$ cat src/rtl/mbinit_delay_scheduler.sv
// Round-robin launcher that shares one fixed-latency delay line among NUM_REQ requesters.
// A {valid,id} tag pipeline keeps pace with the delay line so that each returning payload is labelled with its owner.
module mbinit_delay_scheduler #(
  parameter int DELAY_CYCLES = 6,
  parameter int SIGNAL_WIDTH = 4,
  parameter int NUM_REQ      = 4,
  parameter int GAP_CYCLES   = 0,
  localparam int ID_W        = $clog2(NUM_REQ),
  localparam int CNT_W       = $clog2(DELAY_CYCLES + 1)
) (
  input  logic                            clk,
  input  logic                            rst,
  input  logic                            en,
  input  logic [NUM_REQ-1:0]              req_valid,
  input  logic [NUM_REQ*SIGNAL_WIDTH-1:0] req_data,
  output logic [NUM_REQ-1:0]              req_ready,
  output logic [SIGNAL_WIDTH-1:0]         dly_in,
  input  logic [SIGNAL_WIDTH-1:0]         dly_out,
  output logic                            rsp_valid,
  output logic [ID_W-1:0]                 rsp_id,
  output logic [SIGNAL_WIDTH-1:0]         rsp_data,
  output logic [NUM_REQ-1:0]              pending,
  output logic [CNT_W-1:0]                in_flight,
  output logic                            idle,
  output logic [1:0]                      dbg_state
);

  localparam int GAP_W = (GAP_CYCLES > 1) ? $clog2(GAP_CYCLES) : 1;
  localparam logic [GAP_W-1:0] GAP_LOAD = GAP_W'((GAP_CYCLES > 0) ? GAP_CYCLES - 1 : 0);

  typedef enum logic [1:0] {
    ST_READY = 2'd0,
    ST_HOLD  = 2'd1,
    ST_DRAIN = 2'd2
  } state_t;

  state_t           state;
  logic [GAP_W-1:0] gap_cnt;
  logic [ID_W-1:0]  rr_ptr;
  logic [ID_W-1:0]  winner;
  logic [ID_W-1:0]  cand;
  logic             launch;
  logic [NUM_REQ-1:0] eligible;
  logic [NUM_REQ-1:0] retire_mask;
  logic             tag_v  [DELAY_CYCLES];
  logic [ID_W-1:0]  tag_id [DELAY_CYCLES];

  assign dbg_state = state;
  assign eligible  = req_valid & ~pending;

  // Handshake: a payload transfers in any cycle where req_valid[i] & req_ready[i];
  // req_ready is one-hot or zero, and a request dropped before its grant leaves no trace.
  always_comb begin
    launch = 1'b0;
    winner = '0;
    cand   = '0;
    if (state == ST_READY && en) begin
      for (int s = 1; s <= NUM_REQ; s++) begin
        cand = ID_W'((int'(rr_ptr) + s) % NUM_REQ);
        if (!launch && eligible[cand]) begin
          launch = 1'b1;
          winner = cand;
        end
      end
    end
  end

  always_comb begin
    req_ready = '0;
    dly_in    = '0;
    if (launch) begin
      req_ready[winner] = 1'b1;
      dly_in = req_data[int'(winner)*SIGNAL_WIDTH +: SIGNAL_WIDTH];
    end
  end

  assign rsp_valid = tag_v[DELAY_CYCLES-1];
  assign rsp_id    = tag_id[DELAY_CYCLES-1];
  assign rsp_data  = rsp_valid ? dly_out : '0;
  assign idle      = (in_flight == '0);

  always_comb begin
    retire_mask = '0;
    if (rsp_valid) retire_mask[rsp_id] = 1'b1;
  end

  always_ff @(posedge clk) begin
    if (rst) begin
      state   <= ST_READY;
      gap_cnt <= '0;
      rr_ptr  <= ID_W'(NUM_REQ - 1);
    end else begin
      case (state)
        ST_READY: begin
          if (!en && in_flight != '0) begin
            state   <= ST_DRAIN;
            gap_cnt <= '0;
          end else if (launch) begin
            rr_ptr <= winner;
            if (GAP_CYCLES > 0) begin
              state   <= ST_HOLD;
              gap_cnt <= GAP_LOAD;
            end
          end
        end
        ST_HOLD: begin
          if (!en && in_flight != '0) begin
            state   <= ST_DRAIN;
            gap_cnt <= '0;
          end else if (gap_cnt == '0) begin
            state <= ST_READY;
          end else begin
            gap_cnt <= gap_cnt - 1'b1;
          end
        end
        ST_DRAIN: begin
          if (en || in_flight == '0) state <= ST_READY;
        end
        default: state <= ST_READY;
      endcase
    end
  end

  // Tags travel alongside the payload so the last stage lines up with dly_out.
  always_ff @(posedge clk) begin
    if (rst) begin
      for (int s = 0; s < DELAY_CYCLES; s++) begin
        tag_v[s]  <= 1'b0;
        tag_id[s] <= '0;
      end
    end else begin
      tag_v[0]  <= launch;
      tag_id[0] <= winner;
      for (int s = 1; s < DELAY_CYCLES; s++) begin
        tag_v[s]  <= tag_v[s-1];
        tag_id[s] <= tag_id[s-1];
      end
    end
  end

  always_ff @(posedge clk) begin
    if (rst) begin
      pending   <= '0;
      in_flight <= '0;
    end else begin
      pending <= (pending & ~retire_mask) | req_ready;
      if (launch && !rsp_valid) in_flight <= in_flight + CNT_W'(1);
      else if (!launch && rsp_valid) in_flight <= in_flight - CNT_W'(1);
    end
  end

  always_ff @(posedge clk) begin
    if (!rst) begin
      assert (in_flight <= CNT_W'(DELAY_CYCLES));
      assert (!(rsp_valid && in_flight == '0));
      assert (!(launch && !rsp_valid && in_flight == CNT_W'(DELAY_CYCLES)));
    end
  end

endmodule

$ cat config.mk
export PLATFORM = sky130hd
export DESIGN_NAME = mbinit_delay_scheduler
export DESIGN_NICKNAME = d
export VERILOG_FILES = /design/src/rtl/mbinit_delay_scheduler.sv
export SDC_FILE = /design/constraint.sdc
export NUM_CORES = 1
export LEC_CHECK = 0
export ABC_CLOCK_PERIOD_IN_PS = 4750
export CORE_UTILIZATION = 45
export DETAILED_ROUTE_END_ITERATION = 6
export PLACE_DENSITY = 0.87
export SYNTH_ARGS = -nofsm -noshare
export SYNTH_HDL_FRONTEND = slang
export SYNTH_SLANG_ARGS = --single-unit
$ cat constraint.sdc
create_clock -name clk -period 4.75 [get_ports clk]
set_input_delay 0.7125 -clock clk [delete_from_list [all_inputs] [get_ports clk]]
set_output_delay 0.7125 -clock clk [all_outputs]
set_load 0.005 [all_outputs]
Word level (Yosys, flattened, before mapping)
Memory sizes are Yosys's and may differ from the RTL's. Index checks and enable logic that the tools add are counted.

Bits in registers: 12. Latch bits: 0. Logic and storage cells: 125. Memories: 2. Output and inout port bits: 25. Bits in writable memories: 18. ROM bits: 0. Input bits: 27.

Memory list: tag_id (depth 6, width 2, rd ports 6, clocked after memory_dff 0, wr ports 6, line 46) `logic [ID_W-1:0] tag_id [DELAY_CYCLES];`; tag_v (depth 6, width 1, rd ports 6, clocked after memory_dff 0, wr ports 6, line 45) `logic tag_v [DELAY_CYCLES];`.

Shift-type cells: 1. Multiply operators: 0. Multiplexer cells: 55. Reduce and logical (&&, ||, !) cells: 24. Equality and inequality tests: 5. Order comparisons: 8. Add/sub/neg operators: 7. Bitwise logic cells: 18. Div/mod/pow operators: 0.

Operators by type and width (number): $mux W2 (15); $mux W1 (26); $lt A2 B3 Y1 const B (6); $mux W4 (4); $shiftx A16 B5 Y4 (1); $or A1 B1 Y1 (12); $logic_and A1 B1 Y1 (9); $and A4 B4 Y4 (2); $bmux W1 S2 (4); $not A4 Y4 (2); $logic_not A1 Y1 (6); $mux W3 (2); $pmux W2 S3 (1); $reduce_and A3 Y1 (2); $add A2 B1 Y2 const B (2); $add A2 B2 Y2 const B (2); $demux W1 S2 (2); $ge A2 B1 Y1 const B (2); $or A4 B4 Y4 (1); $reduce_bool A2 Y1 (2); $add A3 B1 Y3 const B (1); $logic_not A3 Y1 (1); $ne A3 B3 Y1 const B (1); $reduce_bool A3 Y1 (1); 11 further kinds (11).

Depth between registers and ports, before layout
Gate-level depths: netlist of the first run.

Depth after elaboration: 24. Mapped depth: 10. Gate-level depth less buffers: 10.

Worst setup path before layout of the first run
OpenSTA, ideal clock, no wires.

Kind: input -> output. Start point: input req_valid[1]. End point: output dly_in[0]. Buffers on the path: 1. Path slack: 1754 ps. Cell stages on the path: 7. Data arrival time: 2284 ps. Required time: 4038 ps. Cells stage by stage: nor2b_2 -> or3_1 -> or2_4 -> a311oi_4 -> buf_6 -> mux2i_1 -> o22ai_1.

Cells in the longest elaborated chain, start to end: 19. Elaborated cells on any way between the ends: 30. Those cells by class: 1 x shift; 22 x mux; 1 x bitwise; 6 x reduce/logical.

RTL lines: from (decl) (line 14) `input logic [NUM_REQ-1:0] req_valid,`; $and A4 B4 Y4 (*) (line 49) `assign eligible = req_valid & ~pending;`; $bmux W1 S2 (line 60) `if (!launch && eligible[cand]) begin`; $mux W1 (implied by the code) (line 60); $mux W1 (line 60); $mux W1 (line 57) `if (state == ST_READY && en) begin`; $logic_not A1 Y1 (line 60); $logic_and A1 B1 Y1 (line 60); $mux W1 (line 60); [... 3 more ...]; $mux W1 (line 60); $mux W1 (line 57); $logic_not A1 Y1 (line 60); $logic_and A1 B1 Y1 (line 60); $mux W2 (line 60); $mux W2 (line 57); $shiftx A16 B5 Y4 (line 73) `dly_in = req_data[int'(winner)*SIGNAL_WIDTH +: SIGNAL_WIDTH];`; $mux W4 (*) (line 71) `if (launch) begin`; to (decl) (line 17) `output logic [SIGNAL_WIDTH-1:0] dly_in,`.

Every way passes the cells marked *; elsewhere a longest branch is shown, timed or not. The select of a mux whose other input is x is not followed.

Worst setup path after layout of the first run
Start point: input req_valid[0]. End point: output dly_in[3].

Same word-level chain as after synthesis.

==> flow_summary.toml, run 1 <==
[detailed_routing]
avgViaCountPerCell = 5.081
drc = 0
vias = 1067
post_drt_wl_per_cell_um = 14.07
drt_first_iter_violations = 11
wirelength_um = 2955
drt_pass1_iterations = 4
drtAntennaViolNets = 0

[floorplanning]
core-area_sq_um = 2567
rows = 18
ios = 52
dieArea_sq_um = 3016
fp.dieH_um = 54.92
start_util = 0.4907
die_x_um = 54.92

[power_and_ir_drop]
swShare = 0.2599
leakage_uw = 0.0007045
clkPwrFrac = 0.250
intPower_uw = 448.5
p_seq_frac = 0.446
p_per_area_nw_per_um2 = 335.0
vdd_drop_max_uv = 290.1
p_sw_uw = 157.5
comb_power_share = 0.305

[placement]
place_area_sq_um = 1757
hpwlAfterDp_um = 2298
gp_congestion = 0.7893
port_buffers = 50

[setup_path]
worstPathCellList = "clkdlybuf4s50_1, nand2b_4, or3_1, or2_4, a311oi_4, mux2i_1, o22ai_1, clkdlybuf4s50_1"
path_class = "in2out"
regToRegSetupSlack_ps = 2340
critPathMaxFanout = 13
crit_slowest_cell = "a311oi_4"
crit_top_cell = "clkdlybuf4s50_1"
crit_path_end_kind = "primary output"
required_ps = 4040
cp_slowest_stage_delay_ps = 640
worst_ep_arrival_time_ps = 3500
crit_path_start_kind = "input pin"

[flow_run]
drv_cap = 0

[grt]
antenna_found_initial = 0
grtUsageTotal = 0.2018
grt_pass1_wl_um = 4367
first_global_vias = 1045
grt_max_degree = 28
grt-ovfl-total = 0

[timing]
fin_crit_ps = 4208
final.setup.tns_ps = 0
slew-limit-headroom = 0.4099
rsz0062_at_grt = "no"
finClkSkew_ps = 5.912
fmax_mhz = 237.6
worst_slew_pin_slew_ps = 882.3
final_max_slew_viol_count = 0
period_share = 0.8859
finalSetupViolCount = 0
hold_violations = 0

[yosys]
synthXorXnorAreaFrac = 0.01390
synth_area_leaders = "dfxtp_1 (44%), nor2b_1 (8.4%), mux2i_1 (7.1%), nand2b_1 (2.5%), a311oi_4 (2.1%)"
synth-seq-cells = 28
syn_inst = 133
ys_seq_area_frac = 0.4449
synth_compound_area_frac = 0.1440
avgSynthCellArea_sq_um = 9.473
synth_edf_count = 0
synthSimpleGateAreaFrac = 0.2373
ys.flop_type = "dfxtp_1"
synth_area_sq_um = 1260
muxShareOfSynthArea = 0.07150
yosysTopAreaCell = "dfxtp_1"
syn_nets = 162
synthAdderAreaFrac = 0.02582
synthTopCellsByCount = "dfxtp_1 (28), nor2b_1 (17), mux2i_1 (9)"
synth.most_common_cell = "dfxtp_1"
ys_warn_count = 0
synth_top_area_frac = 0.4449
synth_async_sr_flop_share = 0
post_synth_num_cell_types = 35
synth_top_family_by_area = "simple AND/OR/NAND/NOR gates"

[cts]
cts_setup_buffers = 0
post_cts_resized = 0
numCtsBuffers = 3
cts_tree = "done"
clk_pin_slew_worst_paths_ps = 140
clk_path_buf_depth = 2
cts.hold.buffers_added = 0
cts_root_buf = "clkbuf_4"
cts.sink_count = 28
h-tree-depth = 1
clock_latency_ps = 320

[finish]
n_fill_cell = 199
synthToLayoutAreaGrowth_pct = 43.60
finish.net_count = 210
multi_input_area_sq_um = 624.3
diodes = 0
drive_gt1_frac = 0.05556
fin_area_sq_um = 1809
regArea_sq_um = 560.5

[status]
status = "completed"

[worst_hold_path]
hold_class = "reg2reg"
## layer usage
| layer | share of wire | GRT usage |
|---|---|---|
| met5 | 0 | 0 |
| met3 | 0.081 | 0.03552 |
| met2 | 0.54 | 0.4036 |
| met4 | 0 | 0.05833 |
| met1 | 0.38 | 0.2095 |
## power groups by stage
stage | Clock [uW] | Sequential, uW | Combinational [uW]
CTS | 155 | 270 | 186
global placement | 0 | 273 | 177
finish | 151 | 270 | 185
global route | 161 | 273 | 202
detailed placement | 0 | 275 | 184
floorplan | 0 | 273 | 96.0
## cells by family (layout without fill, tap and decap cells)
family                   Yosys count  after routing
adder cells (fa/ha/maj)            2              2
multiplexers                       9              9
AND/OR/NAND/NOR                   51             51
AO/OA/AOI/OAI                     25             25
XOR/XNOR                           2              2
other                              1              1
flip-flops                        28             28
buffers and inverters             15             62
## per-stage QoR
stage | util | worst slack, ps | cells | hold WS [ps] | total power [uW]
finish | 0.7047 | 541.9 | 210 | 453.8 | 606.0
global route | 0.7047 | 363.6 | 210 | 464.1 | 635.9
CTS | 0.7047 | 544.3 | 210 | 452.5 | 611.1
detailed placement | 0.6842 | 551.6 | 206 | 422.3 | 458.9
global placement | 0.6842 | 634.7 | 206 | 418.7 | 450.7
floorplan | - | 1754 | 133 | 413.8 | 368.6
## placed cells by master (no fill, tap or decap), types with 5 or more instances in the layout
| cell type | Yosys | routed |
|---|---|---|
| dfxtp_1 | 28 | 28 |
| nand2b_1 | 5 | 5 |
| o21ai_0 | 5 | 5 |
| inv_1 | 7 | 7 |
| clkdlybuf4s50_1 | 0 | 50 |
| nor2_1 | 6 | 6 |
| mux2i_1 | 9 | 9 |
| nand2_1 | 6 | 6 |
| nor2b_1 | 17 | 17 |
| a21oi_1 | 5 | 5 |
## state kept, by name, indices dropped and copies added (netlist names)
register,cells
in_flight,3
rr_ptr,2
dbg_state,1
tag_id,12
pending,4
tag_v,6
## path summary, 6_finish.rpt
kind	from	to	depth (start not counted)
setup / recovery	req_valid[0]	dly_in[3]	8
hold / removal	tag_id[0][6]$_SDFF_PP0_	tag_id[0][8]$_SDFF_PP0_	1
setup reg to reg	pending[0]$_SDFF_PP0_	pending[0]$_SDFF_PP0_	7
hold reg to reg	tag_id[0][6]$_SDFF_PP0_	tag_id[0][8]$_SDFF_PP0_	1
## final cells by class
class	count	area share
clock buffer	3	0.01245
clock inverter	1	0.01660
tap	30	0.02075
inverter	7	0.01452
timing repair buffer	51	0.2808
multi-input combinational	90	0.3451
sequential	28	0.3098
## critical path, delay by kind of cell
kind                   cells  cell delay, ps
multiplexers               1             200
AND/OR/NAND/NOR            3             690
AO/OA/AOI/OAI              2             830
buffers and inverters      2            1060
Power figures use the tool's default switching activity.
==> run 2, diff against run 1 <==
--- a/config.mk
+++ b/config.mk
@@ -6,9 +6,9 @@
 export NUM_CORES = 1
 export LEC_CHECK = 0
 export ABC_CLOCK_PERIOD_IN_PS = 4750
-export CORE_UTILIZATION = 45
+export CORE_UTILIZATION = 42
 export DETAILED_ROUTE_END_ITERATION = 6
-export PLACE_DENSITY = 0.87
+export PLACE_DENSITY = 0.83
 export SYNTH_ARGS = -nofsm -noshare
 export SYNTH_HDL_FRONTEND = slang
 export SYNTH_SLANG_ARGS = --single-unit
==> run 2 against run 1 <==
  * The flow now finishes with violations (design-rule violations)
  * Core utilization down 6.5 points
  * Routed wire length rose by 2.0%
  * Combinational power about the same
  * Via count grew 0.47%
  * Critical path type unchanged
  * Largest cell class unchanged
  * Clock power shrank 25%
==> flow_summary.toml, run 2 (synthesis results as in run 1) <==
[setup_path]
reg2reg_depth = 10
crit_path_start_kind = "input pin"
path_class = "in2out"
regToRegSetupSlack_ps = 2430
worst_ep_arrival_time_ps = 3290
required_ps = 4040
critPathMaxFanout = 16
crit-reg2reg-launch = "pending[1]$_SDFF_PP0_"
r2r_end = "in_flight[2]$_SDFFE_PP0P_"
crit_path_end_kind = "primary output"

[finish]
synthToLayoutAreaGrowth_pct = 42.40
n_fill_cell = 234
fin_area_sq_um = 1794
finish.net_count = 210
largest_register_ff_count = 12
multi_input_area_sq_um = 624.3
diodes = 0
largestRegisters = "tag_id x12, tag_v x6, pending x4"
layout_common_cells = "clkdlybuf4s50_1 (50), dfxtp_1 (28), nor2b_1 (17), mux2i_1 (9), inv_1 (7)"
layout_commonest_cell = "clkdlybuf4s50_1"
drive_gt1_frac = 0.05556
regArea_sq_um = 560.5
regMostFlops = "tag_id"
stdcell_count = 211

[cts]
h-tree-depth = 1
cts.sink_count = 28
numCtsBuffers = 3
clock_latency_ps = 330
cts_setup_buffers = 0
cts.hold.buffers_added = 0
post_cts_resized = 0
clk_pin_slew_worst_paths_ps = 150
cts_root_buf = "clkbuf_4"
cts_tree = "done"
clk_path_buf_depth = 2

[floorplanning]
die_x_um = 56.77
core-area_sq_um = 2805
fp.dieH_um = 56.77
start_util = 0.4492
rows = 19
dieArea_sq_um = 3223
ios = 52

[worst_hold_path]
min_from = "tag_v[0][3]$_SDFF_PP0_"
hold_depth = 1
worstHoldEndpoint = "tag_v[0][4]$_SDFF_PP0_"
hold_class = "reg2reg"

[detailed_routing]
drt_pass1_iterations = 6
met1_length_um = 1390
drtAntennaViolNets = 0
avgViaCountPerCell = 5.081
top_layer_used = "met4"
wirelength_um = 3014
routed-wl-met2_um = 1522
vias = 1072
drc = 7
post_drt_wl_per_cell_um = 14.28
drt_first_iter_violations = 57
dr_wl_met3_um = 84

[timing]
fin_crit_ps = 4003
holdWs_ps = 448.9
worst_slew_pin_slew_ps = 914.3
finalSetupViolCount = 0
finClkSkew_ps = 14.95
final.setup.tns_ps = 0
period_share = 0.8428
hold_violations = 0
rsz0062_at_grt = "no"
fmax_mhz = 249.8
final_max_slew_viol_count = 0
slew-limit-headroom = 0.3885

[placement]
gp_congestion = 0.7889
port_buffers = 50
place_area_sq_um = 1758
dp.cells = 207
hpwlAfterDp_um = 2299

[flow_run]
drv_cap = 0

[power_and_ir_drop]
p_per_area_nw_per_um2 = 316.4
leakage_uw = 0.0006975
finalPower_uw = 567.6
vdd_drop_max_uv = 188.1

[status]
status = "finished, violations left"
violations = "design-rule violations"

[grt]
grt_pass1_wl_um = 4885
grt-ovfl-total = 0
antenna_found_initial = 0
first_global_vias = 1047
grtUsageTotal = 0.1954
grt_max_degree = 28
-- run 2: cell types whose count changed in the layout (fill, tap and decap cells not counted), sizes merged --
cell    before  now
bufinv       1    0
clkbuf       3    4
-- run 2: per-layer routing --
layer | vias up | track usage
met5 | - | 0
met4 | 0 | 0.04181
met3 | 3 | 0.04147
met2 | 17 | 0.3367
met1 | 513 | 0.2511
li1 | 539 | -
-- run 2: worst max-delay path, cell delays in order --
cell and delay (ps):
clkdlybuf4s50_1 520, nand2b_4 80, or3_1 380, or2_4 260
a311oi_4 190, buf_4 280, mux2i_1 110, o22ai_1 190
clkdlybuf4s50_1 560
-- run 2: final cells by class --
type                    count  share of cell area
multi-input cells          90              0.3480
flip-flops and latches     28              0.3124
repair buffers             51              0.2831
well taps                  31             0.02162
clock buffers               4             0.02022
inverters                   7             0.01464
-- run 2: where the power goes --
| part | switching, uW | internal [uW] | total (uW) |
|---|---|---|---|
| clock | 65.9 | 46.9 | 113 |
| sequential | 16.8 | 253 | 270 |
| combinational | 75.1 | 110 | 185 |
| total | 158 | 410 | 568 |
-- run 2: metrics by stage --
step | util | setup slack (ps)
6_report | 0.6396 | 746.6
4_1_cts | 0.6396 | 776.5
2_1_floorplan | - | 1754
3_3_place_gp | 0.6267 | 844.2
5_1_grt | 0.6396 | 681.7
3_5_place_dp | 0.6267 | 783.9
-- run 2: worst max path at each step --
| stage | from | end | slack, ps |
|---|---|---|---|
| final | req_valid[0] | dly_in[0] | 750 |
| after global routing | req_valid[0] | dly_in[0] | 680 |
| after CTS | req_valid[0] | dly_in[0] | 780 |
| after detailed placement | req_valid[0] | dly_in[0] | 780 |
| after global placement | req_valid[0] | dly_in[3] | 840 |
| after floorplan | req_valid[1] | dly_in[0] | 1750 |
==> run 3, diff against run 2 <==
--- a/config.mk
+++ b/config.mk
@@ -5,10 +5,10 @@
 export SDC_FILE = /design/constraint.sdc
 export NUM_CORES = 1
 export LEC_CHECK = 0
-export ABC_CLOCK_PERIOD_IN_PS = 4750
-export CORE_UTILIZATION = 42
+export ABC_CLOCK_PERIOD_IN_PS = 3400
+export CORE_UTILIZATION = 38
 export DETAILED_ROUTE_END_ITERATION = 6
-export PLACE_DENSITY = 0.83
+export PLACE_DENSITY = 0.79
 export SYNTH_ARGS = -nofsm -noshare
 export SYNTH_HDL_FRONTEND = slang
 export SYNTH_SLANG_ARGS = --single-unit
==> constraint.sdc (replaced) <==
create_clock -name clk -period 3.4 [get_ports clk]
set_input_delay 0.51 -clock clk [delete_from_list [all_inputs] [get_ports clk]]
set_output_delay 0.51 -clock clk [all_outputs]
set_load 0.005 [all_outputs]
==> run 3 against run 2 <==
  * The run now ends clean
  * Sequential power rose by 40%
  * Global-route usage fell by 1.0 points
  * Clock-buffer cell count fell by 1
  * Setup slack got worse by 680 ps
  * Via count rose by 4.4%
  * Clock skew fell by 13 ps
  * Core utilization fell by 2.0 points
  * Register-to-register slack got worse by 1400 ps
  * Hold slack improved by 2.5 ps
  * Critical path type unchanged
==> flow_summary.toml, run 3 (synthesis results as in run 1) <==
[grt]
first_global_vias = 1117
use_met3 = 0.04585
grt_pass1_wl_um = 4905
use_met2 = 0.3258
grt-ovfl-total = 0
grt_max_degree = 28
grtUsageTotal = 0.1850
grt_busiest_layer = "met2"
antenna_found_initial = 0
met1_usage = 0.2124

[finish]
layout_commonest_cell = "clkdlybuf4s50_1"
stdcell_count = 233
regMostFlops = "tag_id"
diodes = 0
largestRegisters = "tag_id x12, tag_v x6, pending x4"
largest_register_ff_count = 12
fin_area_sq_um = 1923
post-route-util = 0.6198
drive_gt1_frac = 0.1164
finish.net_count = 219
layout_common_cells = "clkdlybuf4s50_1 (44), dfxtp_1 (28), nor2b_1 (17), mux2i_1 (9), buf_4 (9)"
synthToLayoutAreaGrowth_pct = 52.63

[timing]
final_max_slew_viol_count = 0
fmax_mhz = 299.6
final.setup.tns_ps = 0
fin_crit_ps = 3337
finClkSkew_ps = 1.900
slew-limit-headroom = 0.4354
finalSetupViolCount = 0
hold_violations = 0
worst_slew_pin_slew_ps = 844.2
period_share = 0.9816

[cts]
h-tree-depth = 1
clock_latency_ps = 320
cts.sink_count = 28
clk_path_buf_depth = 2
cts.hold.buffers_added = 0
clk_pin_slew_worst_paths_ps = 140
cts_root_buf = "clkbuf_4"
numCtsBuffers = 3
cts_tree = "done"

[setup_path]
r2r_end = "in_flight[2]$_SDFFE_PP0P_"
required_ps = 2890
critPathMaxFanout = 5
crit_path_start_kind = "input pin"
path_class = "in2out"
cp-startpoint = "req_valid[1]"
crit_end = "req_ready[3]"
crit_path_end_kind = "primary output"
crit-reg2reg-launch = "pending[1]$_SDFF_PP0_"
regToRegSetupSlack_ps = 1080
worst_ep_arrival_time_ps = 2830
reg2reg_depth = 10

[floorplanning]
core-area_sq_um = 3103
die_x_um = 59.58
fp.dieH_um = 59.58
dieArea_sq_um = 3550
rows = 20
start_util = 0.4060
ios = 52

[status]
status = "completed"

[placement]
place_area_sq_um = 1824
gp_congestion = 0.7683
hpwlAfterDp_um = 2347
port_buffers = 50
dp.cells = 225

[detailed_routing]
drc = 0
drt_first_iter_violations = 21
drt_pass1_iterations = 4
post_drt_wl_per_cell_um = 13.13
vias = 1119
avgViaCountPerCell = 4.803
wirelength_um = 3060
drtAntennaViolNets = 0

[worst_hold_path]
min_from = "tag_id[0][3]$_SDFF_PP0_"
hold_depth = 1
hold_class = "reg2reg"

[flow_run]
drv_cap = 0

[power_and_ir_drop]
leakage_uw = 0.0007924
p_per_area_nw_per_um2 = 453.6
finalPower_uw = 872.4
vdd_drop_max_uv = 284.0
## run 3: cell count changes in the layout (fill, tap and decap cells not counted), sizes merged
cell | before | now
buf | 1 | 10
bufinv | 0 | 1
clkbuf | 4 | 3
clkdlybuf4s50 | 50 | 44
dlygate4sd2 | 0 | 5
dlymetal6s2s | 0 | 1
## run 3: where the power goes
group	total (uW)	leakage [uW]	switching [uW]	internal, uW
combinational	281	0.000536	111	170
clock	213	0.0000279	93.7	119
sequential	378	0.000228	24.3	354
## run 3: worst min-delay path by stage
stage | to
after floorplan | tag_id[0][10]$_SDFF_PP0_
after global placement | tag_id[0][11]$_SDFF_PP0_
after detailed placement | tag_id[0][5]$_SDFF_PP0_
after CTS | tag_id[0][5]$_SDFF_PP0_
after global routing | tag_id[0][7]$_SDFF_PP0_
final | tag_id[0][5]$_SDFF_PP0_
## run 3: critical path, stage by stage
cell	delay (ps)
clkdlybuf4s50_1	400
nor2b_4	140
or3_4	340
or2_4	250
a311oi_4	270
buf_4	170
buf_4	120
nand2b_1	70
inv_1	50
clkdlybuf4s50_1	490
## run 3: layout make-up
class / instances / area, sq um
sequential: 28 / 560.5
tap: 44 / 55.05
timing repair buffer: 60 / 584.3
clock buffer: 3 / 22.52
inverter: 7 / 26.28
multi-input combinational: 90 / 644.4
fill: 287 / 1180
clock inverter: 1 / 30.03
## run 3: layer usage
layer / vias to the layer above / routed length [um]
li1: 557 / -
met1: 510 / 1225
met2: 48 / 1541
met3: 4 / 259
met4: 0 / 33
met5: - / 0
## run 3: repair_timing
action,CTS,global route
buffers inserted,4,0
pin swaps,1,2
gates resized for setup,5,5
setup endpoints to repair,4,6
## run 3: through the flow
stage          worst slack, ps  hold slack [ps]
2_1_floorplan            808.8            413.8
5_1_grt                 -10.52            462.1
3_3_place_gp             3.056            418.8
4_1_cts                  5.804            456.4
3_5_place_dp            -144.9            423.9
6_report                 62.55            451.4
